`config.mk`:
```
export PLATFORM = sky130hd
export DESIGN_NAME = cpu_ctrl_flat
export DESIGN_NICKNAME = d
export VERILOG_FILES = /design/src/rtl/cpu_pkg.sv /design/src/rtl/cpu_ctrl_if.sv /design/src/rtl/cpu_regfile.sv /design/src/rtl/cpu_ctrl.sv /design/src/flat_wrapper.sv
export SDC_FILE = /design/constraint.sdc
export NUM_CORES = 1
export LEC_CHECK = 0
export CAP_MARGIN = 20
export CORE_ASPECT_RATIO = 0.5
export CORE_MARGIN = 2
export CORE_UTILIZATION = 58
export DETAILED_ROUTE_END_ITERATION = 10
export MAX_ROUTING_LAYER = met4
export PLACE_DENSITY = 0.81
export SLEW_MARGIN = 5
export SYNTH_ARGS = -nofsm -noshare
export SYNTH_HDL_FRONTEND = slang
export SYNTH_SLANG_ARGS = --single-unit
```
`constraint.sdc`:
```
create_clock -name clk -period 4 [get_ports clk]
set_input_delay 0.6 -clock clk [delete_from_list [all_inputs] [get_ports clk]]
set_output_delay 0.6 -clock clk [all_outputs]
set_load 0.01 [all_outputs]
```
`src/rtl/cpu_pkg.sv`:
```
// Shared definitions for the cpu controller: widths, state and opcode encodings,
// instruction field positions and small decode helpers.
package cpu_pkg;

  localparam int unsigned XLEN   = 16;
  localparam int unsigned NREG   = 8;
  localparam int unsigned RIDX_W = 3;

  // Instruction field positions
  localparam int unsigned F_OP_HI  = 15;
  localparam int unsigned F_OP_LO  = 12;
  localparam int unsigned F_RD_HI  = 11;
  localparam int unsigned F_RD_LO  = 9;
  localparam int unsigned F_RS_HI  = 8;
  localparam int unsigned F_RS_LO  = 6;
  localparam int unsigned F_LD_SEL = 8;
  localparam int unsigned F_LD_HI  = 7;
  localparam int unsigned F_LD_LO  = 5;
  localparam int unsigned F_IMM_HI = 4;
  localparam int unsigned F_OFF_HI = 8;

  localparam logic [2:0] NZP_RESET = 3'b010;

  typedef enum logic [2:0] {
    S_FETCH,
    S_DECODE,
    S_EXEC,
    S_WB,
    S_HALT
  } state_e;

  typedef enum logic [3:0] {
    OP_ADD  = 4'h0,
    OP_SUB  = 4'h1,
    OP_AND  = 4'h2,
    OP_OR   = 4'h3,
    OP_XOR  = 4'h4,
    OP_NOT  = 4'h5,
    OP_ADDI = 4'h6,
    OP_SHL  = 4'h7,
    OP_SHR  = 4'h8,
    OP_MOVI = 4'h9,
    OP_CMP  = 4'hA,
    OP_LD   = 4'hB,
    OP_BR   = 4'hC,
    OP_JMP  = 4'hD,
    OP_NOP  = 4'hE,
    OP_HALT = 4'hF
  } opcode_e;

  // Ops whose ALU result is written back to the destination register
  function automatic logic op_is_alu(input opcode_e op);
    return op <= OP_MOVI;
  endfunction

  function automatic logic [XLEN-1:0] sext_imm5(input logic [4:0] v);
    return {{(XLEN-5){v[4]}}, v};
  endfunction

  function automatic logic [XLEN-1:0] sext_off9(input logic [8:0] v);
    return {{(XLEN-9){v[8]}}, v};
  endfunction

  // Collapse ALU flags to a one-hot nzp; keep the old value if the flags carry none
  function automatic logic [2:0] flags_to_nzp(input logic [2:0] f, input logic [2:0] keep);
    logic [2:0] r;
    r = keep;
    if (f[2])      r = 3'b100;
    else if (f[1]) r = 3'b010;
    else if (f[0]) r = 3'b001;
    return r;
  endfunction

endpackage

```
`src/rtl/cpu_ctrl_if.sv`:
```
// Instruction-memory and ALU bus between the controller (master) and its environment.
interface cpu_ctrl_if;
  import cpu_pkg::*;

  logic [XLEN-1:0] imem_addr;
  logic [XLEN-1:0] imem_rdata;
  logic [XLEN-1:0] alu_opcode;
  logic [XLEN-1:0] alu_regA;
  logic [XLEN-1:0] alu_regB;
  logic [XLEN-1:0] alu_imm;
  logic [XLEN-1:0] alu_res;
  logic            alu_n;
  logic            alu_z;
  logic            alu_p;

  modport master (
    output imem_addr, alu_opcode, alu_regA, alu_regB, alu_imm,
    input  imem_rdata, alu_res, alu_n, alu_z, alu_p
  );

  modport slave (
    input  imem_addr, alu_opcode, alu_regA, alu_regB, alu_imm,
    output imem_rdata, alu_res, alu_n, alu_z, alu_p
  );

endinterface

```
`src/rtl/cpu_regfile.sv`:
```
// 8x16 register file: two combinational read ports, one synchronous write port.
module cpu_regfile
  import cpu_pkg::*;
(
  input  logic              clk,
  input  logic              rst,
  input  logic [RIDX_W-1:0] raddr_a,
  input  logic [RIDX_W-1:0] raddr_b,
  output logic [XLEN-1:0]   rdata_a_c,
  output logic [XLEN-1:0]   rdata_b_c,
  input  logic              we,
  input  logic [RIDX_W-1:0] waddr,
  input  logic [XLEN-1:0]   wdata
);

  logic [XLEN-1:0] regs [NREG];

  // Synchronous write, cleared on reset
  always_ff @(posedge clk) begin
    if (rst) begin
      for (int i = 0; i < int'(NREG); i++) regs[i] <= '0;
    end else if (we) begin
      regs[waddr] <= wdata;
    end
  end

  assign rdata_a_c = regs[raddr_a];
  assign rdata_b_c = regs[raddr_b];

endmodule

```
`src/rtl/cpu_ctrl.sv`:
```
// Four-cycle multi-cycle controller: FETCH -> DECODE -> EXEC -> WB, with terminal HALT.
module cpu_ctrl
  import cpu_pkg::*;
#(
  parameter logic [15:0] IP_RESET = 16'h0000
) (
  input  logic       clk,
  input  logic       rst,
  cpu_ctrl_if.master bus,
  output logic       instr_done,
  output logic       halt
);

  state_e            state;
  logic [XLEN-1:0]   ip;
  logic [XLEN-1:0]   ir;
  logic [XLEN-1:0]   res_q;
  logic [2:0]        flags_q;
  logic [2:0]        nzp;
  logic [XLEN-1:0]   opcode_q;
  logic [XLEN-1:0]   reg_a_q;
  logic [XLEN-1:0]   reg_b_q;
  logic [XLEN-1:0]   imm_q;

  opcode_e           op_c;
  logic [RIDX_W-1:0] raddr_a_c;
  logic [RIDX_W-1:0] raddr_b_c;
  logic [RIDX_W-1:0] waddr_c;
  logic [XLEN-1:0]   rdata_a_c;
  logic [XLEN-1:0]   rdata_b_c;
  logic [XLEN-1:0]   wdata_c;
  logic              we_c;
  logic [XLEN-1:0]   ip_next_c;

  assign op_c    = opcode_e'(ir[F_OP_HI:F_OP_LO]);
  assign waddr_c = ir[F_RD_HI:F_RD_LO];

  // Port A reads operand A in DECODE; port B reads operand B in DECODE, LD source afterwards
  always_comb begin
    raddr_a_c = bus.imem_rdata[F_RD_HI:F_RD_LO];
    raddr_b_c = ir[F_LD_HI:F_LD_LO];
    if (state == S_DECODE) raddr_b_c = bus.imem_rdata[F_RS_HI:F_RS_LO];
  end

  // Register writeback in WB: ALU result or LD value
  always_comb begin
    we_c    = 1'b0;
    wdata_c = res_q;
    if (state == S_WB) begin
      if (op_is_alu(op_c)) begin
        we_c = 1'b1;
      end else if (op_c == OP_LD) begin
        we_c    = 1'b1;
        wdata_c = ir[F_LD_SEL] ? rdata_b_c : XLEN'(ir[F_LD_HI:0]);
      end
    end
  end

  // Next instruction pointer, applied in WB; arithmetic wraps at 16 bits
  always_comb begin
    ip_next_c = ip + XLEN'(1);
    case (op_c)
      OP_BR: begin
        if ((ir[F_RD_HI:F_RD_LO] & nzp) != 3'b000)
          ip_next_c = ip + XLEN'(1) + sext_off9(ir[F_OFF_HI:0]);
      end
      OP_JMP:  ip_next_c = reg_b_q;
      OP_HALT: ip_next_c = ip;
      default: ;
    endcase
  end

  cpu_regfile u_regfile (
    .clk       (clk),
    .rst       (rst),
    .raddr_a   (raddr_a_c),
    .raddr_b   (raddr_b_c),
    .rdata_a_c (rdata_a_c),
    .rdata_b_c (rdata_b_c),
    .we        (we_c),
    .waddr     (waddr_c),
    .wdata     (wdata_c)
  );

  // Sequencer and all registered state/outputs
  always_ff @(posedge clk) begin
    if (rst) begin
      state      <= S_FETCH;
      ip         <= IP_RESET;
      ir         <= '0;
      res_q      <= '0;
      flags_q    <= '0;
      nzp        <= NZP_RESET;
      opcode_q   <= '0;
      reg_a_q    <= '0;
      reg_b_q    <= '0;
      imm_q      <= '0;
      instr_done <= 1'b0;
      halt       <= 1'b0;
    end else begin
      instr_done <= 1'b0;
      case (state)
        S_FETCH: state <= S_DECODE;
        S_DECODE: begin
          ir       <= bus.imem_rdata;
          opcode_q <= bus.imem_rdata;
          reg_a_q  <= rdata_a_c;
          reg_b_q  <= rdata_b_c;
          imm_q    <= sext_imm5(bus.imem_rdata[F_IMM_HI:0]);
          state    <= S_EXEC;
        end
        S_EXEC: begin
          res_q      <= bus.alu_res;
          flags_q    <= {bus.alu_n, bus.alu_z, bus.alu_p};
          instr_done <= 1'b1;
          state      <= S_WB;
        end
        S_WB: begin
          if (op_is_alu(op_c) || op_c == OP_CMP) nzp <= flags_to_nzp(flags_q, nzp);
          ip <= ip_next_c;
          if (op_c == OP_HALT) begin
            state <= S_HALT;
            halt  <= 1'b1;
          end else begin
            state <= S_FETCH;
          end
        end
        S_HALT: state <= S_HALT;
        default: state <= S_FETCH;
      endcase
    end
  end

  assign bus.imem_addr  = ip;
  assign bus.alu_opcode = opcode_q;
  assign bus.alu_regA   = reg_a_q;
  assign bus.alu_regB   = reg_b_q;
  assign bus.alu_imm    = imm_q;

endmodule

```
`src/flat_wrapper.sv`:
```
// flat-port wrapper written by rule: the top's interface ports become plain ports
module cpu_ctrl_flat import cpu_pkg::*;
#(
  parameter logic [15:0] IP_RESET = 16'h0000
)
  (clk, rst, instr_done, halt, bus_imem_addr, bus_alu_opcode, bus_alu_regA, bus_alu_regB, bus_alu_imm, bus_imem_rdata, bus_alu_res, bus_alu_n, bus_alu_z, bus_alu_p);
  cpu_ctrl_if bus_i ();
  input  logic clk;
  input  logic rst;
  output logic instr_done;
  output logic halt;
  output wire logic [$bits(bus_i.imem_addr)-1:0] bus_imem_addr;
  output wire logic [$bits(bus_i.alu_opcode)-1:0] bus_alu_opcode;
  output wire logic [$bits(bus_i.alu_regA)-1:0] bus_alu_regA;
  output wire logic [$bits(bus_i.alu_regB)-1:0] bus_alu_regB;
  output wire logic [$bits(bus_i.alu_imm)-1:0] bus_alu_imm;
  input wire logic [$bits(bus_i.imem_rdata)-1:0] bus_imem_rdata;
  input wire logic [$bits(bus_i.alu_res)-1:0] bus_alu_res;
  input wire logic [$bits(bus_i.alu_n)-1:0] bus_alu_n;
  input wire logic [$bits(bus_i.alu_z)-1:0] bus_alu_z;
  input wire logic [$bits(bus_i.alu_p)-1:0] bus_alu_p;
  assign bus_imem_addr = bus_i.imem_addr;
  assign bus_alu_opcode = bus_i.alu_opcode;
  assign bus_alu_regA = bus_i.alu_regA;
  assign bus_alu_regB = bus_i.alu_regB;
  assign bus_alu_imm = bus_i.alu_imm;
  assign bus_i.imem_rdata = bus_imem_rdata;
  assign bus_i.alu_res = bus_alu_res;
  assign bus_i.alu_n = bus_alu_n;
  assign bus_i.alu_z = bus_alu_z;
  assign bus_i.alu_p = bus_alu_p;
  cpu_ctrl #(.IP_RESET(IP_RESET)) u_core (.clk(clk), .rst(rst), .bus(bus_i), .instr_done(instr_done), .halt(halt));
endmodule
```
## Yosys cells after proc, flatten, opt, wreduce, memory -nomap -nowiden

Memories as Yosys holds them, arrays and structs flattened. A register that Yosys moved wholly into a read port is not among the register bits.
Cells that the tools add are included.

| word-level totals | value |
|---|---|
| register bits after elaboration | 80 |
| memory bits (writable) | 128 |
| bits of input ports | 37 |
| output and inout port bits | 82 |
| word-level logic and storage cells | 57 |
| memories | 1 |

Memories:

| name | depth | bits a word | read ports | clocked after Yosys merged registers in | wr ports | line | text |
|---|---|---|---|---|---|---|---|
| u_core.u_regfile.regs | 8 | 16 | 2 | 1 | 8 | cpu_regfile.sv:16 | `logic [XLEN-1:0] regs [NREG];` |

| cells by class | value |
|---|---|
| add/subtract/negate cells | 2 |
| magnitude comparators | 1 |
| equal/unequal tests | 9 |
| mux-type cells | 24 |
| bitwise operators | 2 |
| reductions and logical operators | 8 |

Operator list:

| cell | number |
|---|---|
| 16-bit two-way mux | 6 |
| 16-bit case mux with 3 select lines | 1 |
| 4-bit equality test (second input constant) | 5 |
| 3-bit two-way mux | 6 |
| 16-bit by 1-bit adder with 16-bit output (second input constant) | 1 |
| 16-bit adder | 1 |
| 16-bit OR reduction | 1 |
| 3-bit case mux with 5 select lines | 1 |
| 1-bit two-way mux | 10 |
| 3-bit by 2-bit equality test with 1-bit output (second input constant) | 2 |
| 3-bit nonzero test | 2 |
| 4-bit less-or-equal comparator (second input constant) | 1 |
| 2-bit AND reduction | 2 |
| 3-bit bitwise AND | 1 |
| 3-bit by 1-bit equality test with 1-bit output (second input constant) | 1 |
| 3-bit equality test (second input constant) | 1 |
| 3-bit zero test | 1 |
| 3-bit AND reduction | 1 |
| 1-bit logical OR | 1 |
| 1-bit NOT | 1 |

## Depth between registers and ports, before layout

Gate-level depths: netlist of the first run.

| logic depth | value |
|---|---|
| word-level depth | 9 |
| gate-level depth with buffers | 12 |
| depth with buffers taken out | 12 |

## By module

A second synthesis of the first run with hierarchy kept.

| second synthesis, totals | value |
|---|---|
| cells, all modules | 1,111 |
| area, all modules | 12,060.3 um^2 |

By module, submodules not included:

| module | times used | cells each | area each (um^2) | sequential area each (um^2) |
|---|---|---|---|---|
| cpu_regfile | 1 | 430 | 6,999.2 | 3,843.7 |
| cpu_ctrl | 1 | 681 | 5,061.1 | 1,821.7 |

## Worst setup path after synthesis of the first run

No wires, ideal clock.

| timing path | value |
|---|---|
| kind | flip-flop to flip-flop |
| start | register u_core.ip[0] (netlist: u_core.bus.imem_addr[0]) |
| end | register u_core.ip[15] (netlist: u_core.bus.imem_addr[15]) |
| library setup time | 0.060 ns |
| arrival | 2.901 ns |
| data required time | 3.940 ns |
| setup slack | 1.039 ns |
| stages on the path, launching flop included | 12 |
| path buffers | 0 |
| clock period less this slack | 2.961 ns |
| path through | dfxtp_1 ha_1 nand4_1 or4_1 nand2_1 ha_1 o21a_1 a21oi_1 a21boi_0 o311ai_0 a2111oi_0 nand2b_1 |

| between the ends | value |
|---|---|
| cells in the longest elaborated chain, start to end | 4 |

Ends and longest elaborated chain:

| element | line | text |
|---|---|---|
| from (decl) | cpu_ctrl.sv:15 | `logic [XLEN-1:0] ip;` |
| from (signal assigned) | cpu_ctrl.sv:120 | `ip <= ip_next_c;` |
| 16-bit by 1-bit adder with 16-bit output (*) | cpu_ctrl.sv:61, cpu_ctrl.sv:65 |  |
| 16-bit adder | cpu_ctrl.sv:65 | `ip_next_c = ip + XLEN'(1) + sext_off9(ir[F_OFF_HI:0]);` |
| 16-bit two-way mux | cpu_ctrl.sv:64 | `if ((ir[F_RD_HI:F_RD_LO] & nzp) != 3'b000)` |
| 16-bit case mux with 3 select lines (*) | cpu_ctrl.sv:62 | `case (op_c)` |

Mark *: on every way between the ends. The rest lies on a longest branch, timed or not.
A chain may end at the register's enable or synchronous reset.

## Final worst setup path of the first run

| timing path | value |
|---|---|
| start | register u_core.ip[2] (netlist: u_core.bus.imem_addr[2]) |
| end | register u_core.ip[15] (netlist: u_core.bus.imem_addr[15]) |

The elaborated chain is that of the path after synthesis.

==> flow_metrics.env, run 1 <==
export IMPL_status="completed"
export IMPL_ctsLongestPathBuffers=3
export IMPL_final_util=0.699
export IMPL_fin_crit_sh=0.862
export IMPL_synth_compound_area_frac=0.139
export IMPL_dp_hpwl_mm=24.2
export IMPL_placedCellCount=1395
export IMPL_synth_seq_cells=219
export IMPL_antenna_found_initial=0
export IMPL_gr_max_usage_layer="met2"
export IMPL_fill_cells=1388
export IMPL_synth_top_family_by_area="multiplexers"
export IMPL_start_util=0.596
export IMPL_syn_to_final_growth_pct=17.1
export IMPL_min_path_type="register to register"
export IMPL_slew_viol_final=0
export IMPL_viasPerCell=6.70
export IMPL_endpoint_kind="register"
export IMPL_io_pins=119
export IMPL_vias=9585
export IMPL_path_class="register to register"
export IMPL_nets=1208
export IMPL_p_sw_mw=1.40
export IMPL_drt_total_wl_mm=35.6
export IMPL_synth_cell_types=65
export IMPL_fmax_ghz=0.290
export IMPL_regArea_um2=5670
export IMPL_antenna_cells=0
export IMPL_ant_nets=0
export IMPL_p_per_area_nw_per_um2=390
export IMPL_grtUsageMet2=0.524
export IMPL_worst_path_buf_inv=0
export IMPL_cts_tree="done"
export IMPL_p_int_mw=3.94
export IMPL_yosysTopAreaCellShare=0.329
export IMPL_grtUsageTotal=0.343
export IMPL_final_cells=1431
export IMPL_reg2reg_from="u_core.bus.imem_addr[2]"
export IMPL_cts_root_buf="clkbuf_16"
export IMPL_grt_pass1_wl_mm=53.7
export IMPL_synthMuxAreaShare=0.160
export IMPL_period_minus_slack_ns=3.45
export IMPL_avgRoutedWirePerCell_um=24.9
export IMPL_grt_max_degree=74
export IMPL_cts_resized=0
export IMPL_clk_latency_ns=0.52
export IMPL_synthSimpleGateAreaFrac=0.135
export IMPL_combPwrFrac=0.155
export IMPL_p_leak_nw=4.74
export IMPL_ys_flop_type="edfxtp_1"
export IMPL_ir_worst_vdd_uv=268
export IMPL_hold_buffers=0
export IMPL_seq_power_share=0.484
export IMPL_finalHoldViolCount=0
export IMPL_slowest_delay_ns=0.50
export IMPL_switching_share=0.261
export IMPL_place_congestion=1.03
export IMPL_min_delay_start="u_core.res_q[1]"
export IMPL_ys_warn_count=0
export IMPL_worst_slew_pin_slew_ns=0.901
export IMPL_rows=36
export IMPL_rsz0062_at_grt="no"
export IMPL_syn_cell_area_um2=11700
export IMPL_grt_use_met1=0.448
export IMPL_drt_iter0_drc=1037
export IMPL_die_h_um=104
export IMPL_setup_tns_ns=0
export IMPL_yosysTopAreaCell="edfxtp_1"
export IMPL_setup_violations_final=0
export IMPL_synthArstFlopShare=0
export IMPL_synthAdderAreaFrac=0.0221
export IMPL_critical_path_cell_chain="nand4_1 -> nor3_1 -> xnor2_1 -> ha_1 -> o21a_1 -> a21oi_1 -> a21boi_0 -> o311ai_0 -> a2111oi_0 -> nand2b_1"
export IMPL_cp_startpoint="u_core.bus.imem_addr[2]"
export IMPL_cts_sinks=219
export IMPL_yosysSeqAreaShare=0.485
export IMPL_fin_skew_ns=0.0186
export IMPL_die_x_um=205
export IMPL_final_common_cell="nor2_1"
export IMPL_drive_gt1_frac=0.137
export IMPL_multi_input_area_um2=5530
export IMPL_clkSlewWorstSetupHoldPaths_ns=0.07
export IMPL_first_global_vias=9316
export IMPL_synth_xor_area_frac=0.0157
export IMPL_maxCapViolCount=0
export IMPL_drtPass1Iterations=5
export IMPL_dieArea_um2=21400
export IMPL_met3_usage=0.0852
export IMPL_crit_family="compound AO/OA/AOI/OAI gates"
export IMPL_cts_made_buffers=20
export IMPL_synth_edf_count=128
export IMPL_synth_nets=1122
export IMPL_cp_max_fo=10
export IMPL_startpoint_type="register"
export IMPL_crit_required_ns=4.45
export IMPL_crit_arrival_ns=3.89
export IMPL_core_area_um2=19600
export IMPL_io_buffers=118
export IMPL_layout_common_cells="nor2_1 (149), a21oi_1 (134), edfxtp_1 (128), clkdlybuf4s50_1 (116), nand2_1 (104)"
export IMPL_synth_area_leaders="edfxtp_1 (33%), dfxtp_1 (16%), mux4_2 (12%), a21oi_1 (5.7%), nor2_1 (4.8%)"
export IMPL_synth_cells=1065
export IMPL_drc_errors=0
export IMPL_syn_area_per_cell_um2=11.0
export IMPL_htree_levels=1
export IMPL_maxSlewHeadroom=0.398
export IMPL_postCtsSetupBuffers=0
export IMPL_power_frac_clock=0.361
export IMPL_slowest_stage="nor3_1"
export IMPL_gr_total_overflow=0
==> worst min-delay path, stage by stage, from the launching register on <==
cell and delay [ns]:
dfxtp_1 0.31, nand2_1 0.05, a21oi_1 0.05
==> flip-flops by register name (all words and copies together) (netlist names) <==
register,count
u_core.bus.alu_regA,16
u_core.halt,1
u_core.res_q,16
u_core.ir,16
u_core.state,3
u_core.u_regfile.regs,128
u_core.nzp,3
u_core.bus.imem_addr,16
u_core.bus.alu_regB,16
u_core.instr_done,1
u_core.flags_q,3
==> synth_stat cells, drive strengths merged (6+ instances only) <==
master and count:
nand2 104, buf 30, a211o 9, a31oi 11
ha 19, a211oi 28, o21a 6, clkbuf 59
nor2b 12, o21ai 17, inv 15, a21oi 134
xor2 8, dfxtp 91, mux2 10, mux2i 27
nand3 10, xnor2 13, nand3b 7, nor2 149
nor3 24, a21o 6, nand2b 11, nand4 6
mux4 64, edfxtp 128
==> final timing paths <==
| kind | to | slack (ns) | cells after the start |
|---|---|---|---|
| worst max-delay path | u_core.bus.imem_addr[15] | 0.55 | 10 |
| worst min-delay path | u_core.res_q[1] | 0.46 | 2 |
| worst max register to register | u_core.bus.imem_addr[15] | 0.55 | 10 |
| worst min register to register | u_core.res_q[1] | 0.46 | 2 |
==> per-layer routing <==
layer / wire length, µm / part of all wire
met5: 0 / 0
met2: 16400 / 0.46
met1: 13500 / 0.38
met3: 4570 / 0.13
met4: 1150 / 0.032
==> power groups by stage <==
stage | clock network [mW] | logic, mW | registers, mW
after global placement | 0 | 0.787 | 2.62
final | 1.93 | 0.826 | 2.58
after CTS | 1.94 | 0.817 | 2.58
after detailed placement | 0 | 0.809 | 2.63
after global routing | 2.03 | 0.872 | 2.59
after floorplan | 0 | 0.495 | 2.61
==> per-stage QoR <==
step | power [mW] | cell area [µm²] | setup WS, ns | hold slack (ns)
floorplan | 3.10 | 11700 | 1.04 | 0.432
global placement | 3.40 | 13000 | 0.700 | 0.443
detailed placement | 3.44 | 13000 | 0.633 | 0.452
CTS | 5.33 | 13700 | 0.602 | 0.460
global route | 5.50 | 13700 | 0.217 | 0.486
finish | 5.34 | 13700 | 0.553 | 0.465
==> kinds of logic (layout without fill, tap and decap cells) <==
family | after synthesis | after routing
DFF | 219 | 219
xor gates and xnor gates | 21 | 21
adders and majority gates | 20 | 20
and+or+nand+nor | 355 | 355
muxes | 101 | 101
buffers and inverters | 104 | 204
AOI/OAI and AO/OA | 245 | 245
==> cell type report <==
cell class,count,area share
clock buffer,31,0.0425
inverter,15,0.00411
timing repair buffer,153,0.107
multi-input combinational,742,0.404
clock inverter,5,0.00448
tap,266,0.0243
sequential,219,0.414
(Power assumes the default switching activity.)
==> run 2: changes to the inputs <==
--- a/config.mk
+++ b/config.mk
@@ -12,6 +12,7 @@
 export DETAILED_ROUTE_END_ITERATION = 10
 export MAX_ROUTING_LAYER = met4
 export PLACE_DENSITY = 0.81
+export SETUP_SLACK_MARGIN = 0.3
 export SLEW_MARGIN = 5
 export SYNTH_ARGS = -nofsm -noshare
 export SYNTH_HDL_FRONTEND = slang
==> flow_metrics.env, run 2 (synthesis results as in run 1) <==
export IMPL_status="completed"
export IMPL_crit_arrival_ns=3.77
export IMPL_drt_iter0_drc=1027
export IMPL_worst_slew_pin_slew_ns=0.921
export IMPL_min_path_type="register to register"
export IMPL_min_delay_start="u_core.res_q[1]"
export IMPL_clkSlewWorstSetupHoldPaths_ns=0.07
export IMPL_layout_common_cells="nor2_1 (149), a21oi_1 (134), edfxtp_1 (128), clkdlybuf4s50_1 (116), nand2_1 (104)"
export IMPL_antenna_cells=0
export IMPL_seq_power_share=0.484
export IMPL_htree_levels=1
export IMPL_maxSlewHeadroom=0.385
export IMPL_viasPerCell=6.70
export IMPL_avgRoutedWirePerCell_um=24.8
export IMPL_max_flop_register="u_core.u_regfile.regs"
export IMPL_p_leak_nw=4.75
export IMPL_ir_worst_vdd_uv=267
export IMPL_grt_pass1_wl_mm=53.7
export IMPL_path_class="register to register"
export IMPL_whs_ns=0.464
export IMPL_ctsLongestPathBuffers=3
export IMPL_nets=1210
export IMPL_drive_gt1_frac=0.141
export IMPL_fin_skew_ns=0.0221
export IMPL_crit_required_ns=4.44
export IMPL_worst_path_buf_inv=0
export IMPL_timing_rr_end="u_core.bus.imem_addr[15]"
export IMPL_slowest_delay_ns=0.51
export IMPL_gr_total_overflow=0
export IMPL_ant_nets=0
export IMPL_dp_hpwl_mm=24.2
export IMPL_syn_to_final_growth_pct=17.3
export IMPL_fmax_ghz=0.301
export IMPL_cp_max_fo=7
export IMPL_reg2reg_depth=11
export IMPL_die_h_um=104
export IMPL_drt_total_wl_mm=35.5
export IMPL_combPwrFrac=0.155
export IMPL_holdPathStages=2
export IMPL_finalHoldViolCount=0
export IMPL_hold_end="u_core.res_q[1]"
export IMPL_start_util=0.596
export IMPL_cts_tree="done"
export IMPL_drtPass1Iterations=5
export IMPL_place_congestion=1.03
export IMPL_hold_buffers=0
export IMPL_grt_max_degree=74
export IMPL_crit_top_cell="ha_1"
export IMPL_drc_errors=0
export IMPL_rows=36
export IMPL_p_int_mw=3.94
export IMPL_setup_tns_ns=0
export IMPL_io_pins=119
export IMPL_startpoint_type="register"
export IMPL_first_global_vias=9316
export IMPL_crit_family="compound AO/OA/AOI/OAI gates"
export IMPL_cp_num_cells=11
export IMPL_period_minus_slack_ns=3.32
export IMPL_antenna_found_initial=0
export IMPL_fin_crit_sh=0.831
export IMPL_grtUsageTotal=0.343
export IMPL_cts_made_buffers=20
export IMPL_endpoint_kind="register"
export IMPL_p_per_area_nw_per_um2=390
export IMPL_rsz0062_at_grt="no"
export IMPL_slew_viol_final=0
export IMPL_final_common_cell="nor2_1"
export IMPL_reg2reg_from="u_core.bus.imem_addr[0]"
export IMPL_dieArea_um2=21400
export IMPL_io_buffers=118
export IMPL_vias=9595
export IMPL_largest_reg_flops=128
export IMPL_power_frac_clock=0.362
export IMPL_maxCapViolCount=0
export IMPL_critical_path_cell_chain="ha_1 -> nand4_1 -> or4_1 -> nand2_1 -> ha_1 -> o21a_1 -> a21oi_1 -> a21boi_0 -> o311ai_0 -> a2111oi_0 -> nand2b_1"
export IMPL_clk_latency_ns=0.52
export IMPL_core_area_um2=19600
export IMPL_setup_violations_final=0
export IMPL_cts_root_buf="clkbuf_16"
export IMPL_switching_share=0.262
export IMPL_die_x_um=205
export IMPL_slowest_stage="or4_1"
export IMPL_cts_sinks=219
export IMPL_p_sw_mw=1.40
export IMPL_r2r_setup_slack_ns=0.68
run 2: worst max-delay path by stage:
stage | startpoint | end
after CTS | u_core.bus.imem_addr[2] | u_core.bus.imem_addr[15]
after global placement | u_core.bus.imem_addr[2] | u_core.bus.imem_addr[15]
final | u_core.bus.imem_addr[0] | u_core.bus.imem_addr[15]
after floorplan | u_core.bus.imem_addr[0] | u_core.bus.imem_addr[15]
after detailed placement | u_core.bus.imem_addr[3] | u_core.bus.imem_addr[15]
after global routing | u_core.bus.imem_addr[1] | u_core.bus.imem_addr[15]
run 2: layout make-up:
cell class | count | area [µm²]
sequential | 219 | 5670
timing repair buffer | 155 | 1480
multi-input combinational | 742 | 5540
tap | 266 | 333
fill | 1381 | 5880
clock buffer | 31 | 582
clock inverter | 5 | 61.3
inverter | 15 | 56.3
run 2: metal layers:
metal	global-route usage	vias up	routed length, µm
met3	0.0852	105	4670
met1	0.448	4641	13300
met5	-	-	0
li1	-	4122	-
met4	0.120	0	1090
met2	0.524	727	16500
run 2: tightest hold or removal path: stages (launching register included):
cell and delay, ns:
dfxtp_1 0.31, nand2_1 0.05, a21oi_1 0.05
run 2: timing repair:
| action | 4_1_cts | 5_1_grt |
|---|---|---|
| setup endpoints to repair | 0 | 1 |
| resized for setup | 0 | 2 |
| buffers inserted | 0 | 2 |
run 2: per-stage QoR:
stage | utilization | total power, mW | cell area [µm²] | std cells | worst slack, ns
after floorplan | - | 3.10 | 11700 | 1065 | 1.04
after CTS | 0.699 | 5.33 | 13700 | 1431 | 0.602
final | 0.700 | 5.34 | 13700 | 1433 | 0.676
after detailed placement | 0.666 | 3.44 | 13000 | 1395 | 0.633
after global placement | 0.666 | 3.40 | 13000 | 1395 | 0.700
after global routing | 0.700 | 5.50 | 13700 | 1433 | 0.430
run 2: power groups by stage:
stage / registers [mW] / clock network (mW) / logic (mW)
floorplan: 2.61 / 0 / 0.495
global route: 2.59 / 2.03 / 0.872
global placement: 2.62 / 0 / 0.787
CTS: 2.58 / 1.94 / 0.817
finish: 2.58 / 1.93 / 0.827
detailed placement: 2.63 / 0 / 0.809
==> run 3: changes to the inputs <==
==> constraint.sdc (replaced) <==
create_clock -name clk -period 3.1 [get_ports clk]
set_input_delay 0.465 -clock clk [delete_from_list [all_inputs] [get_ports clk]]
set_output_delay 0.465 -clock clk [all_outputs]
set_load 0.01 [all_outputs]
==> flow_metrics.env, run 3 (synthesis results as in run 1) <==
export IMPL_critical_path_cell_chain="nand4_1 -> buf_6 -> or4_4 -> nand2_2 -> ha_4 -> nand4_1 -> a21oi_2 -> nand2_1 -> a31o_2 -> a2111oi_4 -> nand2b_4"
export IMPL_cts_root_buf="clkbuf_16"
export IMPL_place_congestion=0.970
export IMPL_viasPerCell=6.63
export IMPL_holdPathStages=2
export IMPL_worst_slew_pin_slew_ns=0.949
export IMPL_slowest_delay_ns=0.56
export IMPL_drt_iter0_drc=1247
export IMPL_status="completed"
export IMPL_max_flop_register="u_core.u_regfile.regs"
export IMPL_clk_latency_ns=0.52
export IMPL_reg2reg_from="u_core.bus.imem_addr[5]"
export IMPL_r2r_setup_slack_ns=0.35
export IMPL_slowest_stage="or4_4"
export IMPL_fin_crit_sh=0.886
export IMPL_crit_required_ns=3.56
export IMPL_cts_tree="done"
export IMPL_rows=36
export IMPL_startpoint_type="register"
export IMPL_start_util=0.596
export IMPL_ant_nets=0
export IMPL_die_h_um=104
export IMPL_setup_violations_final=0
export IMPL_reg2reg_depth=11
export IMPL_ir_worst_vdd_uv=378
export IMPL_dp_hpwl_mm=24.4
export IMPL_p_leak_nw=5.12
export IMPL_power_mw=6.94
export IMPL_grtUsageTotal=0.346
export IMPL_core_area_um2=19600
export IMPL_final_common_cell="nor2_1"
export IMPL_cts_sinks=219
export IMPL_cts_made_buffers=20
export IMPL_rsz0062_at_grt="yes"
export IMPL_slew_viol_final=0
export IMPL_drive_gt1_frac=0.202
export IMPL_drtPass1Iterations=5
export IMPL_fmax_ghz=0.364
export IMPL_timing_rr_end="u_core.bus.imem_addr[15]"
export IMPL_avgRoutedWirePerCell_um=24.5
export IMPL_cp_max_fo=10
export IMPL_hold_buffers=0
export IMPL_finalHoldViolCount=0
export IMPL_hold_end="u_core.bus.imem_addr[11]"
export IMPL_syn_to_final_growth_pct=23.0
export IMPL_placed_area_um2=13300
export IMPL_nets=1247
export IMPL_largest_reg_flops=128
export IMPL_first_global_vias=9291
export IMPL_gr_total_overflow=0
export IMPL_fin_area_um2=14400
export IMPL_dieArea_um2=21400
export IMPL_io_buffers=118
export IMPL_layout_common_cells="nor2_1 (149), a21oi_1 (129), edfxtp_1 (128), clkdlybuf4s50_1 (116), nand2_1 (100)"
export IMPL_period_minus_slack_ns=2.75
export IMPL_vias=9743
export IMPL_min_path_type="input pin to register"
export IMPL_antenna_found_initial=0
export IMPL_min_delay_start="rst"
export IMPL_antenna_cells=0
export IMPL_clkSlewWorstSetupHoldPaths_ns=0.07
export IMPL_grt_pass1_wl_mm=54.5
export IMPL_fill_cells=1302
export IMPL_crit_arrival_ns=3.20
export IMPL_crit_top_cell="nand4_1"
export IMPL_grt_max_degree=86
export IMPL_maxSlewHeadroom=0.366
export IMPL_io_pins=119
export IMPL_whs_ns=0.322
export IMPL_path_class="register to register"
export IMPL_maxCapViolCount=0
export IMPL_drt_total_wl_mm=36.1
export IMPL_endpoint_kind="register"
export IMPL_ctsLongestPathBuffers=3
export IMPL_htree_levels=1
export IMPL_p_per_area_nw_per_um2=483
export IMPL_die_x_um=205
export IMPL_drc_errors=0
export IMPL_fin_skew_ns=0.0158
==> run 3: changes by cell type in the layout (fill, tap and decap cells not counted), sizes merged <==
cell      before  now
clkinv         4   10
buf           39   76
clkinvlp       0    1
clkbuf        31   24
==> run 3: per-stage QoR <==
stage	setup slack, ns	util	setup TNS (ns)	cells
floorplan	0.326	-	0	1065
global placement	0.0252	0.680	0	1416
detailed placement	-0.0717	0.680	-0.624	1416
CTS	0.237	0.717	0	1456
global route	0.196	0.734	0	1470
finish	0.355	0.734	0	1470
==> run 3: power by group <==
part / internal (mW) / total, mW / leakage (nW) / switching [mW]
Combinational: 0.566 / 1.18 / 2.74 / 0.614
Sequential: 3.20 / 3.33 / 2.07 / 0.123
Clock: 1.29 / 2.43 / 0.305 / 1.14
Total: 5.06 / 6.94 / 5.12 / 1.88
==> run 3: metal layers <==
| metal | wire length (µm) | global-route usage | vias up | share of wire |
|---|---|---|---|---|
| li1 | - | - | 4212 | - |
| met1 | 13600 | 0.468 | 4643 | 0.38 |
| met2 | 16700 | 0.527 | 783 | 0.46 |
| met3 | 4740 | 0.0802 | 105 | 0.13 |
| met4 | 1080 | 0.0958 | 0 | 0.030 |
| met5 | 0 | - | - | 0 |
==> run 3: worst max-delay path by stage <==
stage / start / to / slack, ns / depth (start not counted)
after floorplan: u_core.bus.imem_addr[2] / u_core.bus.imem_addr[15] / 0.33 / 10
after global placement: bus_imem_rdata[6] / u_core.u_regfile.regs[5][5] / 0.03 / 7
after detailed placement: bus_imem_rdata[6] / u_core.u_regfile.regs[3][5] / -0.07 / 7
after CTS: u_core.bus.imem_addr[3] / u_core.bus.imem_addr[15] / 0.24 / 11
after global routing: u_core.bus.imem_addr[0] / u_core.bus.imem_addr[13] / 0.20 / 12
final: u_core.bus.imem_addr[5] / u_core.bus.imem_addr[15] / 0.35 / 11
==> run 3: final cells by class <==
type	count	area (µm²)	share of cell area
clock inverters	12	109	0.00757
inverters	15	56.3	0.00392
clock buffers	24	515	0.0359
well taps	266	333	0.0232
multi-input cells	742	5810	0.404
repair buffers	192	1870	0.130
flip-flops and latches	219	5680	0.395
==> run 3: what timing repair did <==
action                     4_1_cts  5_1_grt
setup endpoints to repair       50       79
gates resized for setup         14       41
pin swaps                        6       16
setup buffers                    4       14
==> run 3: critical path, delay by kind of cell, from the launching register on <==
kind                       cells  cell delay [ns]
AOI/OAI and AO/OA              3             0.78
buffers and inverters          1             0.19
DFF                            1             0.39
and+or+nand+nor                6             1.17
adders and majority gates      1             0.18
